==> src/rtl/audio_pkg.sv <==
// Shared audio sample types and constants for the looper datapath.
package audio_pkg;

    localparam int DATA_WIDTH = 24;

    typedef logic signed [DATA_WIDTH-1:0] sample_t;

    typedef enum logic [1:0] {
        IDLE,
        FADE_IN,
        PLAY,
        FADE_OUT
    } fade_state_t;

    localparam sample_t SAMPLE_MAX = {1'b0, {(DATA_WIDTH-1){1'b1}}};
    localparam sample_t SAMPLE_MIN = {1'b1, {(DATA_WIDTH-1){1'b0}}};
    localparam int      GAIN_UNITY = 8;

endpackage

==> src/rtl/loop_mixer_if.sv <==
// Sample-rate bus between the looper, the mixer and the codec output path.
interface loop_mixer_if #(
    parameter int GAIN_WIDTH = 4
);
    import audio_pkg::*;

    logic                  sample_valid;
    sample_t               live_in;
    sample_t               loop_in;
    logic                  loop_enable;
    logic [GAIN_WIDTH-1:0] loop_gain;
    sample_t               out;
    logic                  out_valid;

    modport master (
        output sample_valid, live_in, loop_in, loop_enable, loop_gain,
        input  out, out_valid
    );

    modport slave (
        input  sample_valid, live_in, loop_in, loop_enable, loop_gain,
        output out, out_valid
    );

endinterface

==> src/rtl/audio_sat_add.sv <==
// Full-width signed add of a sample and a wider term, clamped back to sample_t.
module audio_sat_add
    import audio_pkg::*;
#(
    parameter int B_WIDTH = 32
) (
    input  sample_t                    a_i,
    input  logic signed [B_WIDTH-1:0]  b_i,
    output sample_t                    y_o
);

    localparam int SW = ((B_WIDTH > DATA_WIDTH) ? B_WIDTH : DATA_WIDTH) + 1;

    localparam logic signed [SW-1:0] MAX_W = {{(SW-DATA_WIDTH){1'b0}}, SAMPLE_MAX};
    localparam logic signed [SW-1:0] MIN_W = {{(SW-DATA_WIDTH){1'b1}}, SAMPLE_MIN};

    function automatic sample_t sat(input logic signed [SW-1:0] v);
        if (v > MAX_W) begin
            return SAMPLE_MAX;
        end else if (v < MIN_W) begin
            return SAMPLE_MIN;
        end
        return v[DATA_WIDTH-1:0];
    endfunction

    logic signed [SW-1:0] a_x;
    logic signed [SW-1:0] b_x;
    logic signed [SW-1:0] sum;

    assign a_x = {{(SW-DATA_WIDTH){a_i[DATA_WIDTH-1]}}, a_i};
    assign b_x = {{(SW-B_WIDTH){b_i[B_WIDTH-1]}}, b_i};
    assign sum = a_x + b_x;
    assign y_o = sat(sum);

endmodule

==> src/rtl/loop_mixer.sv <==
// Mixes live input with faded, gain-scaled loop playback; fixed two-clock latency.
module loop_mixer
    import audio_pkg::*;
#(
    parameter int RAMP_BITS  = 4,
    parameter int GAIN_WIDTH = 4
) (
    input  logic         clk,
    input  logic         reset,
    loop_mixer_if.slave  bus
);

    localparam int CW    = RAMP_BITS + 1;
    localparam int P1W   = DATA_WIDTH + GAIN_WIDTH + 1;
    localparam int PW    = P1W + CW + 1;
    localparam int SHIFT = RAMP_BITS + $clog2(GAIN_UNITY);
    localparam logic [CW-1:0] COEF_MAX = {1'b1, {RAMP_BITS{1'b0}}};

    fade_state_t     state_q, state_d;
    logic [CW-1:0]   coef_q, coef_d;
    logic [CW-1:0]   coef_inc, coef_dec;

    logic                     vld_p1_q;
    sample_t                  live_p1_q;
    logic [CW-1:0]            coef_p1_q;
    logic signed [P1W-1:0]    prod_p1_q;
    logic signed [P1W-1:0]    loop_x, gain_x;

    logic signed [PW-1:0]     p1_x, coef_x, prod_p2, scaled_p2;
    sample_t                  sum_p2;
    sample_t                  out_p2_q;
    logic                     vld_p2_q;

    // Ramp steps saturate at the ends so a reversal at either limit cannot wrap.
    always_comb begin
        coef_inc = (coef_q == COEF_MAX) ? COEF_MAX : coef_q + 1'b1;
        coef_dec = (coef_q == '0) ? '0 : coef_q - 1'b1;
        state_d  = state_q;
        coef_d   = coef_q;
        if (bus.sample_valid) begin
            case (state_q)
                IDLE: begin
                    if (bus.loop_enable) begin
                        state_d = FADE_IN;
                        coef_d  = coef_inc;
                    end else begin
                        coef_d  = '0;
                    end
                end
                FADE_IN: begin
                    if (!bus.loop_enable) begin
                        state_d = FADE_OUT;
                        coef_d  = coef_dec;
                    end else begin
                        coef_d  = coef_inc;
                        if (coef_inc == COEF_MAX) state_d = PLAY;
                    end
                end
                PLAY: begin
                    if (!bus.loop_enable) begin
                        state_d = FADE_OUT;
                        coef_d  = coef_dec;
                    end else begin
                        coef_d  = COEF_MAX;
                    end
                end
                FADE_OUT: begin
                    if (bus.loop_enable) begin
                        state_d = FADE_IN;
                        coef_d  = coef_inc;
                    end else begin
                        coef_d  = coef_dec;
                        if (coef_dec == '0) state_d = IDLE;
                    end
                end
                default: begin
                    state_d = IDLE;
                    coef_d  = '0;
                end
            endcase
        end
    end

    assign loop_x = {{(P1W-DATA_WIDTH){bus.loop_in[DATA_WIDTH-1]}}, bus.loop_in};
    assign gain_x = {{(P1W-GAIN_WIDTH){1'b0}}, bus.loop_gain};

    always_ff @(posedge clk or negedge reset) begin
        if (!reset) begin
            state_q  <= IDLE;
            coef_q   <= '0;
            vld_p1_q <= 1'b0;
            vld_p2_q <= 1'b0;
            out_p2_q <= '0;
        end else begin
            state_q  <= state_d;
            coef_q   <= coef_d;
            vld_p1_q <= bus.sample_valid;
            vld_p2_q <= vld_p1_q;
            if (vld_p1_q) out_p2_q <= sum_p2;
        end
    end

    // ---- stage 1: capture live sample, pre-update coef and loop*gain ----
    always_ff @(posedge clk) begin
        if (bus.sample_valid) begin
            live_p1_q <= bus.live_in;
            coef_p1_q <= coef_q;
            prod_p1_q <= loop_x * gain_x;
        end
    end

    // ---- stage 2: fade scaling, floor shift, saturating mix ----
    assign p1_x      = {{(PW-P1W){prod_p1_q[P1W-1]}}, prod_p1_q};
    assign coef_x    = {{(PW-CW){1'b0}}, coef_p1_q};
    assign prod_p2   = p1_x * coef_x;
    assign scaled_p2 = prod_p2 >>> SHIFT;

    audio_sat_add #(.B_WIDTH(PW)) u_sat_add (
        .a_i (live_p1_q),
        .b_i (scaled_p2),
        .y_o (sum_p2)
    );

    assign bus.out       = out_p2_q;
    assign bus.out_valid = vld_p2_q;

endmodule

==> src/flat_wrapper.sv <==
// flat-port wrapper written by rule: the top's interface ports become plain ports
module loop_mixer_flat import audio_pkg::*;
#(
    parameter int RAMP_BITS  = 4,
    parameter int GAIN_WIDTH = 4
)
  (clk, reset, bus_sample_valid, bus_live_in, bus_loop_in, bus_loop_enable, bus_loop_gain, bus_out, bus_out_valid);
  loop_mixer_if #(.GAIN_WIDTH(GAIN_WIDTH)) bus_i ();
  input  logic clk;
  input  logic reset;
  input wire logic [$bits(bus_i.sample_valid)-1:0] bus_sample_valid;
  input wire logic [$bits(bus_i.live_in)-1:0] bus_live_in;
  input wire logic [$bits(bus_i.loop_in)-1:0] bus_loop_in;
  input wire logic [$bits(bus_i.loop_enable)-1:0] bus_loop_enable;
  input wire logic [$bits(bus_i.loop_gain)-1:0] bus_loop_gain;
  output wire logic [$bits(bus_i.out)-1:0] bus_out;
  output wire logic [$bits(bus_i.out_valid)-1:0] bus_out_valid;
  assign bus_i.sample_valid = bus_sample_valid;
  assign bus_i.live_in = bus_live_in;
  assign bus_i.loop_in = bus_loop_in;
  assign bus_i.loop_enable = bus_loop_enable;
  assign bus_i.loop_gain = bus_loop_gain;
  assign bus_out = bus_i.out;
  assign bus_out_valid = bus_i.out_valid;
  loop_mixer #(.RAMP_BITS(RAMP_BITS), .GAIN_WIDTH(GAIN_WIDTH)) u_core (.clk(clk), .reset(reset), .bus(bus_i));
endmodule
==> config.mk <==
export PLATFORM = sky130hd
export DESIGN_NAME = loop_mixer_flat
export DESIGN_NICKNAME = d
export VERILOG_FILES = /design/src/rtl/audio_pkg.sv /design/src/rtl/loop_mixer_if.sv /design/src/rtl/audio_sat_add.sv /design/src/rtl/loop_mixer.sv /design/src/flat_wrapper.sv
export SDC_FILE = /design/constraint.sdc
export NUM_CORES = 1
export LEC_CHECK = 0
export ABC_AREA = 1
export CAP_MARGIN = 15
export CELL_PAD_IN_SITES_DETAIL_PLACEMENT = 1
export CELL_PAD_IN_SITES_GLOBAL_PLACEMENT = 2
export CORE_UTILIZATION = 33
export DETAILED_ROUTE_END_ITERATION = 8
export PLACE_DENSITY = 0.82
export SYNTH_ARGS = -nofsm -noshare
export SYNTH_HDL_FRONTEND = slang
export SYNTH_SLANG_ARGS = --single-unit
==> constraint.sdc <==
create_clock -name clk -period 6.1 [get_ports clk]
set_input_delay 1.83 -clock clk [delete_from_list [all_inputs] [get_ports clk]]
set_output_delay 1.83 -clock clk [all_outputs]
set_load 0.01 [all_outputs]
* Word level (Yosys, flattened, before mapping)
Cells that the tools add are included.
** Storage, ports and cells
- Output and inout port bits :: 25
- RAM bits :: 0
- Logic and storage cells :: 47
- Memories :: 0
- Input bits :: 56
- Latch bits :: 0
- Bits in read-only memories :: 0
- Register bits after elaboration :: 91
** Operators by class
- Multiplexer cells :: 18
- Magnitude comparators :: 2
- Multipliers :: 2
- Add/sub/neg operators :: 3
- Bitwise operators :: 0
- Equal/unequal tests :: 9
- Shifts and indexed selects :: 0
- Divide/modulo/power cells :: 0
- Reduce and logical (&&, ||, !) cells :: 5
** Operators with widths (number)
- 24-bit 2-to-1 mux :: 3
- 36-bit by 24-bit greater-than comparator with 1-bit output, second input constant :: 1
- 36-bit by 24-bit less-than comparator with 1-bit output, second input constant :: 1
- 29-bit by 6-bit multiplier with 35-bit output :: 1
- 24-bit by 28-bit adder with 29-bit output :: 1
- 24-bit by 5-bit multiplier with 29-bit output :: 1
- 5-bit 2-to-1 mux :: 5
- 5-bit one-hot mux with 3 select lines :: 1
- 2-bit 2-to-1 mux :: 6
- 5-bit == test, second input constant :: 2
- 5-bit logical NOT :: 2
- 2-bit one-hot mux with 4 select lines :: 1
- 3-bit by 2-bit != test with 1-bit output, second input constant :: 2
- 5-bit by 1-bit adder with 5-bit output, second input constant :: 1
- 5-bit AND reduction :: 1
- 5-bit by 1-bit subtractor with 5-bit output, second input constant :: 1
- 2-bit == test, second input constant :: 2
- 2-bit != test, second input constant :: 2
- 2-bit by 1-bit == test with 1-bit output, second input constant :: 1
- 2-bit logical NOT :: 1
- 1-bit 2-to-1 mux :: 2
- 2-bit OR reduction :: 1

* Longest topological paths before layout
Gate-level depths: netlist of run 1.
- Word-level depth :: 6
- Gate-level depth with buffers :: 38
- Depth with buffers taken out :: 35

* Modules after synthesis
Synthesis of run 1 repeated with hierarchy kept, for this count alone.
** Unflattened totals
- Cell total of the unflattened synthesis :: 2409
- Area, all modules :: 16219.3 µm²
** Modules (own cells, without submodules)
- loop_mixer :: cells an instance 1795, sequential area each 2567.5 µm², area an instance 13118.8 µm², instances 1
- audio_sat_add :: cells an instance 614, sequential area each 0.0 µm², area an instance 3100.5 µm², instances 1

* Least setup slack after synthesis of run 1
Ideal clock, no wire load.
- Kind :: reg2reg
- From :: register u_core.coef_p1_q[1]
- To :: register u_core.out_p2_q[10], in the netlist u_core.bus.out[10]
- Library setup time :: 0.120 ns
- Data required time :: 5.980 ns
- Buffers on the path :: 3
- Period minus slack after synthesis :: 5.795 ns
- Cell stages (with the launch flop) :: 33
- Data arrival time :: 5.675 ns
- Slack :: 0.305 ns
- Cells stage by stage :: edfxtp_1 clkbuf_1 buf_1 nand2_1 inv_1 fa_1 fa_1 inv_1 fa_1 inv_1 ha_1 nand2_1 nor3_1 nand2_1 o21ai_0 nand2_1 nand2_1 nand2_1 o21ai_0 xnor2_1 inv_1 ha_1 nand2_1 nor2_1 inv_1 nor4_1 nand2_1 nand2_1 xor2_2 nor2_1 nor2_4 buf_6 a21oi_2
** On the way
- Word-level cells in the longest chain between the ends :: 6
- Elaborated cells on any way between the ends :: 8
- Classes of those cells :: 1 x add/sub; 1 x mul; 2 x order compare; 4 x mux
** Ends and longest elaborated chain
- from (decl) :: RTL line loop_mixer.sv:25 : logic [CW-1:0] coef_p1_q;
- from (signal assigned) :: RTL line loop_mixer.sv:107 : coef_p1_q <= coef_q;
- 29-bit by 6-bit multiplier with 35-bit output (*) :: RTL line loop_mixer.sv:115 : assign prod_p2 = p1_x * coef_x;
- 24-bit by 28-bit adder with 29-bit output (*) :: RTL line audio_sat_add.sv:32 : assign sum = a_x + b_x;
- 36-bit by 24-bit less-than comparator with 1-bit output :: RTL line audio_sat_add.sv:20 : end else if (v < MIN_W) begin
- 1-bit 2-to-1 mux :: RTL line audio_sat_add.sv:20
- 1-bit 2-to-1 mux :: RTL line audio_sat_add.sv:18 : if (v > MAX_W) begin
- 24-bit 2-to-1 mux (*) :: RTL line audio_sat_add.sv:23 : return v[DATA_WIDTH-1:0];
- to (signal assigned) :: RTL line loop_mixer.sv:99 : if (vld_p1_q) out_p2_q <= sum_p2;
- to (decl) :: RTL line loop_mixer.sv:31 : sample_t out_p2_q;
Mark *: on every way between the ends. The rest lies on a longest branch, timed or not.
A chain may end at the register's enable or synchronous reset.

* Worst setup path after layout of run 1
- From :: register u_core.coef_p1_q[1]
- To :: register u_core.out_p2_q[9], in the netlist u_core.bus.out[9]
Same word-level chain as after synthesis.

==> flow_metrics.py, run 1 <==
metrics = {
    "cells_and_area": {
        "layout.nets": 2564,
        "fin_area_sq_um": 18900,
        "syn_to_final_growth_pct": 29.5,
        "drive_above_1_share": 0.197,
        "fill_cells": 5374,
        "diodes": 0,
    },
    "synth": {
        "yosys_warnings": 0,
        "synth_top_area_frac": 0.188,
        "synth.area.top_cells": "fa_1 19%, inv_1 15%, nand2_1 14%",
        "ys_ff_latch": 91,
        "synth_cell_type_count": 41,
        "post-synth-top-area-cell": "fa_1",
        "syn_avg_cell_area_sq_um": 7.12,
        "syn_inst": 2047,
        "syn_nets": 2398,
        "seq_area_frac_synth": 0.176,
        "syn_area_sq_um": 14600,
    },
    "drt": {
        "ant_nets": 0,
        "avgViaCountPerCell": 4.63,
        "drc": 0,
        "drt_iter0_markers": 498,
        "wl_per_cell_um": 15.2,
        "drt_wl_total_mm": 42.5,
        "vias": 12981,
        "dr.pass1.iters": 6,
    },
    "floorplan": {
        "fp.dieW_um": 212,
        "die_area_sq_um": 45000,
        "initial_core_util": 0.336,
        "num_rows": 76,
        "core_area_sq_um": 43400,
        "die_h_um": 212,
        "pin_count": 81,
    },
    "hold_path": {
        "hold_path.class": "flip-flop to flip-flop",
    },
    "status": {
        "status": "finished, final reports clean",
    },
    "critical_path": {
        "cp_max_fo": 6,
        "cp-start-kind": "flip-flop",
        "crit_arrival_ps": 6350,
        "crit_top_cell": "nand2_2",
        "path_buf_inv": 6,
        "required_ps": 6410,
        "crit_type": "flip-flop to flip-flop",
        "end_kind": "flip-flop",
        "critical_path.slowest_cell": "fa_1",
        "cpPeakStageDelay_ps": 570,
        "cp_top_family": "adder cells",
    },
    "clocking": {
        "cts_hold_buf": 0,
        "htreeDepth": 3,
        "clock-sinks": 91,
        "cts_max_path_buffers": 2,
        "clockRootBuffer": "clkbuf_16",
        "clk_pin_slew_ps": 70,
        "cts_tree": "done",
        "clk-insertion-delay-late_ps": 380,
        "cts_buffers": 9,
    },
    "placement": {
        "placed_area_sq_um": 16500,
        "gp_congestion": 0.879,
        "port_buffers": 80,
        "dp_slack_ps": -294,
        "dpl.hpwl_mm": 33.3,
    },
    "timing": {
        "slew_violations": 0,
        "setup_viol": 0,
        "slew_headroom": 0.365,
        "finClkSkew_ps": 11.7,
        "fmax_mhz": 166,
        "tightest_slew_ps": 952,
        "fin_crit_sh": 0.990,
        "fin_crit_ps": 6040,
        "rsz0062_at_grt": "true",
        "hold_viol_final": 0,
        "fin_ws_ps": 62.0,
        "hold_slack_ps": 499,
    },
    "global_route": {
        "grt_max_degree": 34,
        "grt_usage": 0.182,
        "overflow": 0,
        "antenna_found_initial": 0,
        "grt_pass1_wl_mm": 65.9,
        "grt_pass1_vias": 13731,
    },
    "job": {
        "cap_violations": 0,
    },
}
per-layer routing:
layer  wire length (um)  up-vias  track usage
met2              21900      181        0.337
met4               1110        0       0.0562
met1              18600     6278        0.220
met5                  0        -            0
met3                916       64       0.0162
li1                   -     6458            -
registers in the layout, summed over array words and instances, names as in the netlist:
name / count
u_core.bus.out: 24
u_core.vld_p1_q: 1
u_core.prod_p1_q: 29
u_core.coef_p1_q: 5
u_core.live_p1_q: 24
u_core.coef_q: 5
u_core.bus.out_valid: 1
u_core.state_q: 2
synth_stat cells, drive strengths merged:
cell type and instances:
inv 573, nand2 561, ha 158, fa 137
a21oi 126, nor2 117, xor2 60, edfxtp 58
nand3 55, o21ai 48, dfrtp 33, xnor2 21
clkbuf 20, buf 12, nor3 12, nand4 9
a31oi 7, o21a 6, o21bai 5, nor4 4
o211ai 4, a21boi 3, a21o 3, o22ai 3
a211oi 2, clkinv 2, o2111ai 2, o221ai 2
a221oi 1, o221a 1, o31ai 1, or2 1
cell type report:
class | count | area [sq um] | share of cell area
multi-input combinational | 1349 | 11200 | 0.593
sequential | 91 | 2570 | 0.136
inverter | 575 | 2160 | 0.114
timing repair buffer | 187 | 1930 | 0.102
tap | 585 | 732 | 0.0388
clock buffer | 9 | 225 | 0.0119
clock inverter | 7 | 75.1 | 0.00398
what timing repair did:
action                                  CTS  global route
gates cloned                              4             6
endpoints found under the setup margin   23            24
gates resized for setup                  51           330
pin swaps                                 9            97
buffers inserted                         10            28
cells by family (layout without fill, tap and decap cells):
kind of cell	count (synthesis)	after routing	share of synthesized area
XOR/XNOR	81	81	0.0492
buffers and inverters	607	778	0.159
AO/OA/AOI/OAI	214	214	0.0856
AND/OR/NAND/NOR	759	759	0.207
flip-flops	91	91	0.176
adder cells (fa/ha/maj)	295	295	0.324
layout by cell type, fill, tap and decap left out, types with 58 or more instances in the layout:
| cell type | count |
|---|---|
| inv_1 | 547 |
| nand2_1 | 472 |
| fa_1 | 134 |
| ha_1 | 114 |
| clkdlybuf4s50_1 | 78 |
| nor2_1 | 77 |
| buf_4 | 75 |
| nand2_2 | 68 |
| a21oi_1 | 67 |
| edfxtp_1 | 58 |
through the flow:
step                      TNS, ps  utilization  instances
after floorplan                 0            -       2047
after CTS                   -1.31        0.396       2770
final                           0        0.435       2803
after global routing        -3150        0.435       2803
after global placement       -779        0.381       2740
after detailed placement    -6120        0.381       2740
worst reg2reg max path, delay by kind of cell, from the launching register on:
kind | cells | cell delay (ps)
buffers and inverters | 6 | 700
AO/OA/AOI/OAI | 5 | 820
AND/OR/NAND/NOR | 20 | 1600
adder cells (fa/ha/maj) | 5 | 2160
flip-flops | 1 | 510
XOR/XNOR | 1 | 190
final timing paths:
path                                                 from                        endpoint  slack (ps)  cells past startpoint
setup / recovery            u_core.coef_p1_q[1]$_DFFE_PP_   u_core.bus.out[9]$_DFFE_PN0P_          60                     37
hold / removal             u_core.bus.out[23]$_DFFE_PN0P_  u_core.bus.out[23]$_DFFE_PN0P_         500                      2
setup reg to reg            u_core.coef_p1_q[1]$_DFFE_PP_   u_core.bus.out[9]$_DFFE_PN0P_          60                     37
hold reg to reg            u_core.bus.out[23]$_DFFE_PN0P_  u_core.bus.out[23]$_DFFE_PN0P_         500                      2
max in group asynchronous                           reset    u_core.coef_q[1]$_DFFE_PN0P_        3900                      1
min in group asynchronous                           reset   u_core.bus.out[4]$_DFFE_PN0P_        1580                      1
Power of run 1 is not shown: default switching activity piles up to over one toggle a cycle in this logic, so the estimate is an artifact.
==> inputs of run 2 (changes only) <==
--- a/config.mk
+++ b/config.mk
@@ -10,8 +10,11 @@
 export CELL_PAD_IN_SITES_DETAIL_PLACEMENT = 1
 export CELL_PAD_IN_SITES_GLOBAL_PLACEMENT = 2
 export CORE_UTILIZATION = 33
+export CTS_CLUSTER_DIAMETER = 30
 export DETAILED_ROUTE_END_ITERATION = 8
+export GPL_ROUTABILITY_DRIVEN = 0
 export PLACE_DENSITY = 0.82
 export SYNTH_ARGS = -nofsm -noshare
 export SYNTH_HDL_FRONTEND = slang
 export SYNTH_SLANG_ARGS = --single-unit
+export TNS_END_PERCENT = 5
==> flow_metrics.py, run 2 (synthesized netlist as in run 1, its figures left out) <==
metrics = {
    "cells_and_area": {
        "top_register": "u_core.prod_p1_q",
        "drive_above_1_share": 0.128,
        "syn_to_final_growth_pct": 23.3,
        "layout_commonest_cell": "inv_1",
        "final_core_util": 0.414,
        "largest_register_ffs": 29,
        "diodes": 0,
        "layout.nets": 2626,
        "multi_input_area_sq_um": 10100,
        "final_cell_mix": "573 x inv_1, 543 x nand2_1, 158 x buf_4",
        "fill_cells": 5515,
        "fin_area_sq_um": 18000,
        "ff_latch_area_sq_um": 2570,
    },
    "floorplan": {
        "pin_count": 81,
        "core_area_sq_um": 43400,
        "die_area_sq_um": 45000,
        "num_rows": 76,
        "initial_core_util": 0.336,
        "fp.dieW_um": 212,
        "die_h_um": 212,
    },
    "clocking": {
        "clk-insertion-delay-late_ps": 360,
        "clk_pin_slew_ps": 70,
        "cts_buffers": 9,
        "cts_hold_buf": 0,
        "cts_tree": "done",
        "clock-sinks": 91,
        "htreeDepth": 3,
        "cts_max_path_buffers": 2,
        "clockRootBuffer": "clkbuf_16",
    },
    "timing": {
        "fin_ws_ps": 98.3,
        "fin_crit_sh": 0.984,
        "rsz0062_at_grt": "true",
        "fin_crit_ps": 6000,
        "hold_viol_final": 0,
        "setup_viol": 0,
        "slew_violations": 0,
        "fmax_mhz": 167,
        "finClkSkew_ps": 13.7,
        "slew_headroom": 0.390,
        "tightest_slew_ps": 914,
        "hold_slack_ps": 496,
    },
    "global_route": {
        "grt_pass1_vias": 14031,
        "overflow": 0,
        "grt_max_degree": 34,
        "grt_usage": 0.183,
        "antenna_found_initial": 0,
        "grt_pass1_wl_mm": 66.8,
    },
    "placement": {
        "dpl.hpwl_mm": 34.5,
        "placed_area_sq_um": 17300,
        "port_buffers": 80,
        "dp_slack_ps": -581,
    },
    "hold_path": {
        "hold_path.class": "flip-flop to flip-flop",
        "min_from": "u_core.bus.out[23]$_DFFE_PN0P_",
    },
    "critical_path": {
        "crit_start": "u_core.coef_p1_q[1]$_DFFE_PP_",
        "crit_type": "flip-flop to flip-flop",
        "crit_top_cell": "nand2_1",
        "cp_max_fo": 21,
        "crit_arrival_ps": 6280,
        "path_buf_inv": 8,
        "required_ps": 6380,
        "cpPeakStageDelay_ps": 560,
        "critical_path.slowest_cell": "fa_1",
        "cp-start-kind": "flip-flop",
        "r2r_start": "u_core.coef_p1_q[1]$_DFFE_PP_",
        "cp_top_family": "adder cells",
        "end_kind": "flip-flop",
    },
    "drt": {
        "drc": 0,
        "drt_wl_total_mm": 39.9,
        "ant_nets": 0,
        "drt_iter0_markers": 423,
        "avgViaCountPerCell": 4.55,
        "vias": 13039,
        "wl_per_cell_um": 13.9,
        "dr.pass1.iters": 4,
    },
    "job": {
        "cap_violations": 0,
    },
    "status": {
        "status": "finished, final reports clean",
    },
}
==> run 2: cell types whose count changed in the layout (fill, tap and decap cells not counted), sizes merged <==
| cell | delta |
|---|---|
| buf | +67 |
| bufinv | -1 |
| inv | +1 |
| clkbuf | -4 |
| bufbuf | -1 |
| nor2 | +1 |
| clkinv | -1 |
==> run 2: path summary, 6_finish.rpt <==
kind                                                   to  slack (ps)  depth (start not counted)
min                        u_core.bus.out[23]$_DFFE_PN0P_         500                          2
max in group asynchronous    u_core.coef_q[4]$_DFFE_PN0P_        3930                          1
max                         u_core.bus.out[0]$_DFFE_PN0P_         100                         37
min in group asynchronous   u_core.bus.out[6]$_DFFE_PN0P_        1590                          1
max reg2reg                 u_core.bus.out[0]$_DFFE_PN0P_         100                         37
min reg2reg                u_core.bus.out[23]$_DFFE_PN0P_         500                          2
==> run 2: layout make-up <==
type                       count  area share
multi-input combinational   1350       0.560
sequential                    91       0.143
timing repair buffer         248       0.121
inverter                     575       0.120
tap                          585      0.0407
clock buffer                  10      0.0127
clock inverter                 6     0.00272
==> run 2: worst min-delay path: stages (launching register included) <==
cell and delay, ps:
dfrtp_1 350, nand2_1 60, nand2_1 60
==> run 2: timing repair <==
item | CTS | global route
hold endpoints to repair | 0 | 0
pin swaps | 7 | 17
gates cloned | 1 | 0
resized for setup | 28 | 63
endpoints found under the setup margin | 23 | 24
buffers inserted | 4 | 1
==> run 2: stage by stage <==
stage,setup TNS [ps],instances
floorplan,0,2047
global placement,-8570,2843
detailed placement,-11730,2843
CTS,0,2864
global route,-5190,2865
finish,0,2865
==> run 2: metal layers <==
layer	vias up	routed length (um)	track usage
li1	6567	-	-
met3	43	630	0.0139
met5	-	0	0
met1	6297	18300	0.223
met4	0	732	0.0442
met2	132	20300	0.346
Power of run 2 is left out for the same reason.
